$ cat src/rtl/uart_pkg.sv
// uart_pkg: shared state, error-code and header constants for the UART packet path
package uart_pkg;
  typedef enum logic [2:0] {S_IDLE, S_HDR1, S_LEN, S_PLD, S_CHK} state_t;
  typedef enum logic [1:0] {ERR_NONE, ERR_CHK, ERR_LEN, ERR_TMO} err_t;
  localparam logic [7:0] HDR0_DEF = 8'h55;
  localparam logic [7:0] HDR1_DEF = 8'hAA;
endpackage

$ cat src/rtl/uart_rx_pkt_parser_if.sv
// uart_rx_pkt_parser_if: received byte stream in, payload stream and packet status out
interface uart_rx_pkt_parser_if;
  logic       i_rx_valid;
  logic [7:0] i_rx_data;
  logic       o_pld_valid;
  logic [7:0] o_pld_data;
  logic       o_pld_last;
  logic [7:0] o_pkt_len;
  logic       o_pkt_ok;
  logic       o_pkt_err;
  logic [1:0] o_err_code;
  modport master (
    output i_rx_valid, i_rx_data,
    input  o_pld_valid, o_pld_data, o_pld_last, o_pkt_len, o_pkt_ok, o_pkt_err, o_err_code
  );
  modport slave (
    input  i_rx_valid, i_rx_data,
    output o_pld_valid, o_pld_data, o_pld_last, o_pkt_len, o_pkt_ok, o_pkt_err, o_err_code
  );
endinterface

$ cat src/rtl/uart_gap_timer.sv
// uart_gap_timer: counts idle cycles between bytes and pulses when the gap limit is reached
module uart_gap_timer #(
  parameter int P_TIMEOUT_CYCLES = 100_000
) (
  input  logic i_clk,
  input  logic i_rst,
  input  logic i_en,
  input  logic i_clr,
  output logic o_expire
);
  localparam int W = $clog2(P_TIMEOUT_CYCLES);
  logic [W-1:0] cnt;
  assign o_expire = i_en & ~i_clr & (cnt == W'(P_TIMEOUT_CYCLES - 1));
  always_ff @(posedge i_clk)
    cnt <= (i_rst | i_clr | ~i_en | o_expire) ? '0 : cnt + 1'b1;
endmodule

$ cat src/rtl/uart_rx_pkt_parser.sv
// uart_rx_pkt_parser: frames 55 AA LEN PAYLOAD CHK packets, streams payload cut-through
// and reports checksum, length and inter-byte timeout errors.
module uart_rx_pkt_parser
  import uart_pkg::*;
#(
  parameter logic [7:0] P_HDR0           = HDR0_DEF,
  parameter logic [7:0] P_HDR1           = HDR1_DEF,
  parameter int         P_MAX_LEN        = 16,
  parameter int         P_TIMEOUT_CYCLES = 100_000
) (
  input logic                 i_clk,
  input logic                 i_rst,
  uart_rx_pkt_parser_if.slave bus
);
  localparam logic [7:0] MAX_LEN = 8'(P_MAX_LEN);
  state_t     state;
  logic [7:0] sum;
  logic [7:0] cnt;
  logic [7:0] d;
  logic       expire;
  assign d = bus.i_rx_data;
  uart_gap_timer #(.P_TIMEOUT_CYCLES(P_TIMEOUT_CYCLES)) u_gap_timer (
    .i_clk   (i_clk),
    .i_rst   (i_rst),
    .i_en    (state != S_IDLE),
    .i_clr   (bus.i_rx_valid),
    .o_expire(expire)
  );
  always_ff @(posedge i_clk) begin
    if (i_rst) begin
      state           <= S_IDLE;
      sum             <= '0;
      cnt             <= '0;
      bus.o_pld_valid <= 1'b0;
      bus.o_pld_data  <= '0;
      bus.o_pld_last  <= 1'b0;
      bus.o_pkt_len   <= '0;
      bus.o_pkt_ok    <= 1'b0;
      bus.o_pkt_err   <= 1'b0;
      bus.o_err_code  <= ERR_NONE;
    end else begin
      bus.o_pld_valid <= 1'b0;
      bus.o_pld_last  <= 1'b0;
      bus.o_pkt_ok    <= 1'b0;
      bus.o_pkt_err   <= 1'b0;
      if (bus.i_rx_valid) begin
        case (state)
          S_IDLE: state <= (d == P_HDR0) ? S_HDR1 : S_IDLE;
          S_HDR1: state <= (d == P_HDR1) ? S_LEN : (d == P_HDR0) ? S_HDR1 : S_IDLE;
          S_LEN: begin
            if (d > MAX_LEN) begin
              bus.o_pkt_err  <= 1'b1;
              bus.o_err_code <= ERR_LEN;
              state          <= S_IDLE;
            end else begin
              bus.o_pkt_len <= d;
              sum           <= d;
              cnt           <= d;
              state         <= (d == 8'd0) ? S_CHK : S_PLD;
            end
          end
          S_PLD: begin
            bus.o_pld_valid <= 1'b1;
            bus.o_pld_data  <= d;
            bus.o_pld_last  <= (cnt == 8'd1);
            sum             <= sum + d;
            cnt             <= cnt - 8'd1;
            state           <= (cnt == 8'd1) ? S_CHK : S_PLD;
          end
          S_CHK: begin
            bus.o_pkt_ok  <= (d == sum);
            bus.o_pkt_err <= (d != sum);
            if (d != sum) bus.o_err_code <= ERR_CHK;
            state <= S_IDLE;
          end
          default: state <= S_IDLE;
        endcase
      end else if (expire) begin
        // a stalled header is just noise, so only abort a packet once LEN is pending
        if (state != S_HDR1) begin
          bus.o_pkt_err  <= 1'b1;
          bus.o_err_code <= ERR_TMO;
        end
        state <= S_IDLE;
      end
    end
  end
endmodule

$ cat src/flat_wrapper.sv
// flat-port wrapper written by rule: the top's interface ports become plain ports
module uart_rx_pkt_parser_flat import uart_pkg::*;
#(
  parameter logic [7:0] P_HDR0           = HDR0_DEF,
  parameter logic [7:0] P_HDR1           = HDR1_DEF,
  parameter int         P_MAX_LEN        = 16,
  parameter int         P_TIMEOUT_CYCLES = 100_000
)
  (i_clk, i_rst, bus_i_rx_valid, bus_i_rx_data, bus_o_pld_valid, bus_o_pld_data, bus_o_pld_last, bus_o_pkt_len, bus_o_pkt_ok, bus_o_pkt_err, bus_o_err_code);
  uart_rx_pkt_parser_if bus_i ();
  input logic i_clk;
  input logic i_rst;
  input wire logic [$bits(bus_i.i_rx_valid)-1:0] bus_i_rx_valid;
  input wire logic [$bits(bus_i.i_rx_data)-1:0] bus_i_rx_data;
  output wire logic [$bits(bus_i.o_pld_valid)-1:0] bus_o_pld_valid;
  output wire logic [$bits(bus_i.o_pld_data)-1:0] bus_o_pld_data;
  output wire logic [$bits(bus_i.o_pld_last)-1:0] bus_o_pld_last;
  output wire logic [$bits(bus_i.o_pkt_len)-1:0] bus_o_pkt_len;
  output wire logic [$bits(bus_i.o_pkt_ok)-1:0] bus_o_pkt_ok;
  output wire logic [$bits(bus_i.o_pkt_err)-1:0] bus_o_pkt_err;
  output wire logic [$bits(bus_i.o_err_code)-1:0] bus_o_err_code;
  assign bus_i.i_rx_valid = bus_i_rx_valid;
  assign bus_i.i_rx_data = bus_i_rx_data;
  assign bus_o_pld_valid = bus_i.o_pld_valid;
  assign bus_o_pld_data = bus_i.o_pld_data;
  assign bus_o_pld_last = bus_i.o_pld_last;
  assign bus_o_pkt_len = bus_i.o_pkt_len;
  assign bus_o_pkt_ok = bus_i.o_pkt_ok;
  assign bus_o_pkt_err = bus_i.o_pkt_err;
  assign bus_o_err_code = bus_i.o_err_code;
  uart_rx_pkt_parser #(.P_HDR0(P_HDR0), .P_HDR1(P_HDR1), .P_MAX_LEN(P_MAX_LEN), .P_TIMEOUT_CYCLES(P_TIMEOUT_CYCLES)) u_core (.i_clk(i_clk), .i_rst(i_rst), .bus(bus_i));
endmodule
$ cat config.mk
export PLATFORM = sky130hd
export DESIGN_NAME = uart_rx_pkt_parser_flat
export DESIGN_NICKNAME = d
export VERILOG_FILES = /design/src/rtl/uart_pkg.sv /design/src/rtl/uart_rx_pkt_parser_if.sv /design/src/rtl/uart_gap_timer.sv /design/src/rtl/uart_rx_pkt_parser.sv /design/src/flat_wrapper.sv
export SDC_FILE = /design/constraint.sdc
export NUM_CORES = 1
export LEC_CHECK = 0
export ABC_AREA = 0
export CORE_ASPECT_RATIO = 1.25
export CORE_MARGIN = 8
export CORE_UTILIZATION = 60
export CTS_CLUSTER_SIZE = 16
export DETAILED_ROUTE_END_ITERATION = 10
export MAX_ROUTING_LAYER = met4
export PLACE_DENSITY = 0.84
export SYNTH_ARGS = -nofsm -noshare
export SYNTH_HDL_FRONTEND = slang
export SYNTH_HIERARCHICAL = 1
export SYNTH_SLANG_ARGS = --single-unit
$ cat constraint.sdc
create_clock -name i_clk -period 4.2 [get_ports i_clk]
set_input_delay 0.84 -clock i_clk [delete_from_list [all_inputs] [get_ports i_clk]]
set_output_delay 0.84 -clock i_clk [all_outputs]
set_load 0.03 [all_outputs]
; Word level (Yosys, flattened, before mapping)
; Cells that the tools add are included.
[classes]
reduce_logical = 13
n_addsub = 3
mux = 23
magnitude_cmp = 1
eq_ne = 15
n_bitwise = 10
[ops]
columns = op, count
row1 = 8-bit case mux with 2 select lines, 2
row2 = 3-bit two-way mux, 6
row3 = 17-bit by 1-bit adder with 17-bit output (second input constant), 1
row4 = 17-bit == test (second input constant), 1
row5 = 3-bit case mux with 4 select lines, 1
row6 = 2-bit two-way mux, 5
row7 = 8-bit adder, 1
row8 = 8-bit by 1-bit == test with 1-bit output (second input constant), 1
row9 = 8-bit by 7-bit == test with 1-bit output (second input constant), 1
row10 = 8-bit == test, 1
row11 = 8-bit == test (second input constant), 1
row12 = 8-bit by 5-bit > comparator with 1-bit output (second input constant), 1
row13 = 8-bit logical NOT, 1
row14 = 8-bit two-way mux, 1
row15 = 8-bit != test, 1
row16 = 8-bit by 1-bit subtractor with 8-bit output (second input constant), 1
row17 = 3-bit by 2-bit == test with 1-bit output (second input constant), 2
row18 = 1-bit two-way mux, 6
row19 = 3-bit by 1-bit != test with 1-bit output (second input constant), 2
row20 = 3-bit by 2-bit != test with 1-bit output (second input constant), 2
row21 = 3-bit AND reduction, 2
row22 = 2-bit nonzero test, 3
row23 = 3-bit OR reduction, 2
row24 = 1-bit inverter, 5
row25 = 12 further kinds, 15
[totals]
ff_bits = 58
input_bits = 11
out_inout_bits = 22

; Depth between registers and ports, before layout
[depth]
depth_word = 5
depth_mapped = 10

; Modules after synthesis
; The synthesis kept the hierarchy.
[by_module_without_submodules]
columns = module, seq_area_each_um2, n_inst, area_per_inst_um2, cells_per_inst
row1 = uart_rx_pkt_parser, 820.8, 1, 2240.9, 272
row2 = uart_gap_timer, 340.3, 1, 783.3, 88

; Least setup slack after synthesis
; Ideal clock, no wire load.
[synth_path]
kind = in2reg
from = input port bus_i_rx_valid
to = register u_core.bus.o_err_code[0]
path_slack_ns = 1.661
path_stages = 8
arrival_ns = 2.472
cell_sequence = or2b_2 -> or4_4 -> nor2_1 -> nor2_1 -> a221oi_2 -> nand3b_4 -> a21o_1 -> a21oi_2
[synth_via]
elab_chain_len = 5
[synth_lines]
columns = item, line
row1 = start: declaration, flat_wrapper.sv:13  ; input wire logic [$bits(bus_i.i_rx_valid)-1:0] bus_i_rx_valid;
row2 = 1-bit inverter (no line), --
row3 = 1-bit bitwise AND (2 in a row), uart_gap_timer.sv:13  ; assign o_expire = i_en & ~i_clr & (cnt == W'(P_TIMEOUT_CYCLES - 1));
row4 = via u_core.expire, uart_rx_pkt_parser.sv:20  ; logic expire;
row5 = 2-bit nonzero test (no line), --
row6 = 5-bit AND reduction (no line), --
row7 = end signal: assignment, uart_rx_pkt_parser.sv:40  ; bus.o_err_code <= ERR_NONE;
row8 = end signal: assignment, uart_rx_pkt_parser.sv:53  ; bus.o_err_code <= ERR_LEN;
row9 = end signal: assignment, uart_rx_pkt_parser.sv:73  ; if (d != sum) bus.o_err_code <= ERR_CHK;
row10 = end: declaration, uart_rx_pkt_parser_if.sv:18  ; output o_pld_valid, o_pld_data, o_pld_last, o_pkt_len, o_pkt_ok, o_pkt_err, o_err_code
; The timed path passes the listed nets, and every way through them passes these cells.
; A chain may end at the register's enable or synchronous reset.

; Worst setup path in the final report
; Ends and elaborated chain as after synthesis.

==> metrics.yaml <==
run_status:
  status: "finished, final reports clean"
job:
  cap_violations: 0
setup_path:
  setup.worst_path.start_class: "input port"
  worstRegToRegCells: 9
  arrival_ns: 3.29
  worstSetupPathType: "in2reg"
  r2r_end: "u_core/bus.o_err_code[0]"
  end_kind: "flop"
  critPathMaxFanout: 12
  regToRegStartpoint: "u_core/state[0]"
  required_ns: 4.47
  r2r_slack_ns: 1.65
synth:
  syn_inst: 360
  synth_top_area_share: 0.384
  ys_seq_elements: 58
  yosys_warnings: 6
  synth_fp_nets: 382
  synth_cell_types: 65
  yosysSeqAreaShare: 0.384
  yosys.area.top_type: "dfxtp_1"
  yosys-top-cells-area: "dfxtp_1 (38%), nor2_1 (6.1%), nand2_1 (4.7%)"
  synth-edff-count: 0
  avgSynthCellArea_sq_um: 8.40
  async_reset_ff_frac: 0
  synth.cell_area_sq_mm: 0.00302
  ys.flop_type: "dfxtp_1"
finish:
  drive_above_1_share: 0.0744
  syn2layout_area_growth_pct: 15.1
  fin_area_sq_mm: 0.00348
  nNetsFinal: 407
  diodes: 0
place:
  dpl.hpwl_um: 5030
  pre_cts_ws_ns: 0.830
  place_area_sq_mm: 0.00332
  gp_congestion: 0.846
  io_buffers: 32
detailed_routing:
  final_antenna_net_count: 0
  drt_pass1_iterations: 4
  wl_per_cell_um: 15.8
  routed_wl_um: 7130
  viasPerCell: 6.01
  drt-initial-drc-count: 187
  vias: 2717
  drt_drc_violations_left: 0
die:
  start_util: 0.608
  rows: 29
  die_area_sq_mm: 0.00758
  core_area_sq_mm: 0.00497
  io_pins: 33
  die_x_um: 79.5
  die_h_um: 95.4
clocking:
  cts.clk_slew.worst_paths_ns: 0.06
  cts_buffers: 9
  cts.sink_count: 58
  ctsHoldBuffers: 0
  clk_latency_ns: 0.34
  tritoncts: "built"
  root_buffer: "clkbuf_8"
  clk_path_buf_depth: 2
  cts_resized: 0
  cts_setup_buffers: 0
  htreeDepth: 3
grt:
  globalRouteOverflowTotal: 0
  grt_pass1_vias: 2545
  grt_max_degree: 43
  grt_usage: 0.201
  grt_pass1_wl_um: 11800
  grt_antenna_before_repair: 0
timing:
  fin_crit_sh: 0.719
  slew_viol_final: 0
  rsz0062_at_grt: "no"
  setup_violations: 0
  hold_violations: 0
  fin_tns_setup_ns: 0
  tightest_slew_ns: 0.755
  holdWs_ns: 0.462
  slew_headroom: 0.495
  fmax_ghz: 0.331
  setup_ws_ns: 1.18
  skew_ns: 0.00991
  post-route-min-period_ns: 3.02
power_and_ir_drop:
  peakVddDrop_mv: 0.263
  internal_power_mw: 0.785
  p_sw_mw: 0.260
  power_frac_comb: 0.057
  swShare: 0.249
  p_per_area_mw_per_mm2: 300
  power_mw: 1.05
  power_leakage_nw: 1.18
  seq_power_share: 0.529
  pwr-share-clk: 0.415
min_path:
  hold_class: "reg2reg"
  holdPathStages: 1
  worstHoldStart: "u_core/bus.o_pkt_len[7]"
  holdPathEnd: "u_core/bus.o_pkt_len[7]"
cells in the final DEF (no fill, tap or decap), types with 6 or more instances in the layout:
cell type	Yosys	layout
a211oi_1	6	6
a21oi_1	25	25
clkbuf_8	0	9
clkdlybuf4s50_1	0	32
dfxtp_1	58	58
ha_1	10	10
inv_1	8	8
mux2i_1	6	6
nand2_1	38	38
nand3_1	17	17
nor2_1	49	49
nor3_1	10	10
o21ai_0	13	13
xor2_1	9	9
metrics by stage:
step,instances,util
floorplan,360,-
detailed placement,436,0.667
CTS,452,0.700
global route,452,0.700
global placement,436,0.667
finish,452,0.700
logic make-up (layout without fill, tap and decap cells):
family / count (synthesis) / after routing / synth area share
and+or+nand+nor: 165 / 165 / 0.281
AOI/OAI and AO/OA: 79 / 79 / 0.180
DFF: 58 / 58 / 0.384
buffers and inverters: 27 / 57 / 0.0472
xor gates and xnor gates: 14 / 14 / 0.0405
adders and majority gates: 11 / 11 / 0.0480
muxes: 6 / 6 / 0.0199
synth_stat cells (4+ instances only):
cell type   n
dfxtp_1    58
nor2_1     49
nand2_1    38
a21oi_1    25
nand3_1    17
o21ai_0    13
ha_1       10
nor3_1     10
xor2_1      9
inv_1       8
clkbuf_1    7
a211oi_1    6
buf_2       6
mux2i_1     6
and2_1      5
nand4_1     5
or3_1       5
xnor2_1     5
buf_6       4
or4_1       4
sequential cells by signal, indices dropped and copies added, names as in the netlist:
signal / cells
u_core/bus.o_err_code: 2
u_core/bus.o_pkt_err: 1
u_core/bus.o_pkt_len: 8
u_core/bus.o_pkt_ok: 1
u_core/bus.o_pld_data: 8
u_core/bus.o_pld_last: 1
u_core/bus.o_pld_valid: 1
u_core/cnt: 8
u_core/state: 3
u_core/sum: 8
u_core/u_gap_timer/cnt: 17
power by group through the flow:
stage	registers, mW	logic, mW	clock network (mW)
6_report	0.552	0.0594	0.433
5_1_grt	0.552	0.0639	0.465
4_1_cts	0.552	0.0590	0.439
3_5_place_dp	0.565	0.0586	0
3_3_place_gp	0.565	0.0580	0
2_1_floorplan	0.568	0.0296	0
layout make-up:
cell class / instances / area [sq um]
Clock inverter: 5 / 31.3
Tap cell: 62 / 77.6
Sequential cell: 58 / 1160
Multi-Input combinational cell: 275 / 1720
Clock buffer: 11 / 131
Inverter: 8 / 30.0
Timing Repair Buffer: 33 / 328
Fill cell: 400 / 1490
worst max path at each step:
stage,from,endpoint,slack [ns]
after floorplan,bus_i_rx_valid,u_core/bus.o_err_code[0],1.66
after CTS,bus_i_rx_valid,u_core/bus.o_err_code[0],1.19
after detailed placement,bus_i_rx_valid,u_core/bus.o_err_code[0],0.83
after global placement,bus_i_rx_valid,u_core/bus.o_err_code[0],0.88
final,bus_i_rx_valid,u_core/bus.o_err_code[0],1.18
after global routing,bus_i_rx_valid,u_core/bus.o_err_code[0],1.02
layer usage:
layer  track usage  up-vias  part of all wire
li1              -     1341                 -
met1         0.206     1281              0.40
met2         0.357       79              0.53
met3        0.0349       16             0.043
met4         0.105        0             0.027
met5             -        -                 0
critical path, cell delays in order:
cell and delay (ns):
clkdlybuf4s50_1 0.59, or2b_2 0.40, or4_4 0.50, nor2_1 0.13
nor2_1 0.08, a221oi_2 0.31, nand3b_4 0.13, a21o_1 0.18
a21oi_2 0.13
Note: power is estimated with default switching activity, not from simulation.
==> RTL change, RTL diff (same flow settings) <==
Re-encode `state_t` (5 states) as one-hot, 5 bits wide.
--- a/src/rtl/uart_pkg.sv
+++ b/src/rtl/uart_pkg.sv
@@ -1,5 +1,5 @@
 // uart_pkg: shared state, error-code and header constants for the UART packet path
 package uart_pkg;
-  typedef enum logic [2:0] {S_IDLE, S_HDR1, S_LEN, S_PLD, S_CHK} state_t;
+  typedef enum logic [4:0] {S_IDLE = 5'b00001, S_HDR1 = 5'b00010, S_LEN = 5'b00100, S_PLD = 5'b01000, S_CHK = 5'b10000} state_t;
   typedef enum logic [1:0] {ERR_NONE, ERR_CHK, ERR_LEN, ERR_TMO} err_t;
   localparam logic [7:0] HDR0_DEF = 8'h55;
Function: same outputs for any inputs over 4 cycles, from zero or initial values and one cycle with i_rst high; so few cycles prove little.
==> RTL change against the unedited design <==
  * Worst hold slack got worse by 0.0082 ns
  * Sequential share of layout area increased by 0.080 points
  * Via count increased by 3.8%
  * First-iteration DRC count increased by 56%
  * Critical path depth decreased by 2
  * Cell area increased by 3.2%
  * Setup slack got worse by 0.016 ns
  * Highest routed layer unchanged
  * Sequential cell count increased by 2
  * Synthesized area increased by 1.6%
  * Total power increased by 7.2%
  * Die area increased by 1.3%
  * Critical endpoint is now u_core/cnt[0]
  * Register-to-register slack about the same
  * Wire length decreased by 0.15%
==> RTL change: results (changes against the unedited design) <==
metric,value,unit,change
synthXorXnorAreaFrac,5.13,%,+1.1 points
num_vias,2819,,+3.8%
fin_worst_skew,0.00775,ns,-0.00216 ns
first_global_vias,2688,,+5.6%
post_synth_fa_ha_maj_area_fraction,4.73,%,-0.074 points
power.leakage,1.26,nW,+6.7%
placed_cells,459,,+5.3%
critical-path-max-stage-delay,0.81,ns,+0.22 ns
worstPathMaxFanout,15,,+3
fillers,406,,+1.5%
relSlewSlack,29.7,%,-20 points
post_route_cells_drive_above_1_share,8.25,%,+0.82 points
yosys_warnings,6,,unchanged
number_of_distinct_library_cell_variants_in_the_gate_level_netlist_after_synthesis,56,,-14%
arrival,3.26,ns,-0.03 ns
grt_pass1_wl,11.8,mm,+0.65%
post_synth_main_area_contributors,"sky130_fd_sc_hd__dfxtp_1 39%, sky130_fd_sc_hd__a21oi_1 5.9%, sky130_fd_sc_hd__nor2_1 5.9%, sky130_fd_sc_hd__nand2_1 5.5%, sky130_fd_sc_hd__ha_1 4.1%",,
postRouteWirelength,7.12,mm,-0.15%
rr_worst_depth,5,,-4
synth-seq-area-share,39.1,%,+0.71 points
p_sw,249,uW,-4.3%
track_usage,19.6,%,-0.46 points
post_synth_mux_area_share,0.326,%,-1.7 points
crit_family,compound AO/OA/AOI/OAI gates,,
synth-compound-area-share,18.0,%,about the same
run_status,"complete, no violations",,
power.sequential.total,569,uW,+3%
dr.pass1.iters,5,,+1
synth_fp_nets,400,,+4.7%
hpwl,5.11,mm,+1.7%
drtIter0Drc,291,,+56%
worstHoldPathCells,2,,+1
routed_wire_length_per_instance,15.0,um,-4.8%
gp_routability_congestion,0.984,,+16%
cell_area_reported_after_detailed_placement,3400,um2,+2.5%
irDropWorstVdd,315,uV,+20%
num-nets-final,430,,+5.7%
slowest_stage,sky130_fd_sc_hd__o21ai_1,,
synth_top_cells_by_count,"60 x sky130_fd_sc_hd__dfxtp_1, 48 x sky130_fd_sc_hd__nor2_1, 45 x sky130_fd_sc_hd__nand2_1",,
synthesized_area_divided_by_synthesized_cell_count,8.13,um2,-3.3%
[RTL change: cell types whose count changed after synthesis, sizes merged, moves of 4 or more]
| cell | unedited run | this run |
|---|---|---|
| inv | 8 | 14 |
| buf | 12 | 6 |
| nand2 | 38 | 45 |
| clkbuf | 7 | 11 |
| a21oi | 26 | 36 |
| mux2i | 6 | 1 |
[RTL change: layout make-up]
type / count / area, um2 / area share, %
Inverter: 14 / 52.6 / 1.46
Timing Repair Buffer: 36 / 350 / 9.76
Clock buffer: 10 / 138 / 3.83
Tap cell: 62 / 77.6 / 2.16
Clock inverter: 5 / 52.6 / 1.46
Multi-Input combinational cell: 287 / 1720 / 47.9
Sequential cell: 60 / 1200 / 33.4
[RTL change: logic make-up after synthesis]
family / after synthesis
flops: 60
simple gates: 171
mux: 1
xor+xnor: 18
fa+ha+maj: 11
buf+inv: 31
compound gates: 86
[RTL change: metal layers]
layer	part of all wire, %	wire length (um)	global-route usage, %
met3	6.2	442	5.98
met4	1.8	125	8.51
met1	43	3030	20.7
met5	0	0	-
met2	49	3520	33.2
[RTL change: path summary, 6_finish.rpt]
path                             from                  endpoint  slack (ns)
max                  bus_i_rx_data[0]             u_core/cnt[0]        1.16
min          u_core/bus.o_pld_data[1]  u_core/bus.o_pld_data[1]        0.45
max reg2reg           u_core/state[1]             u_core/cnt[5]        1.65
min reg2reg  u_core/bus.o_pld_data[1]  u_core/bus.o_pld_data[1]        0.45
[RTL change: stage by stage]
stage	setup WS [ns]	hold WS (ns)	total power, mW
final	1.16	0.454	1.12
after detailed placement	0.865	0.444	0.633
after global placement	0.944	0.443	0.632
after CTS	1.22	0.454	1.13
after global routing	0.979	0.470	1.16
after floorplan	1.78	0.432	0.609
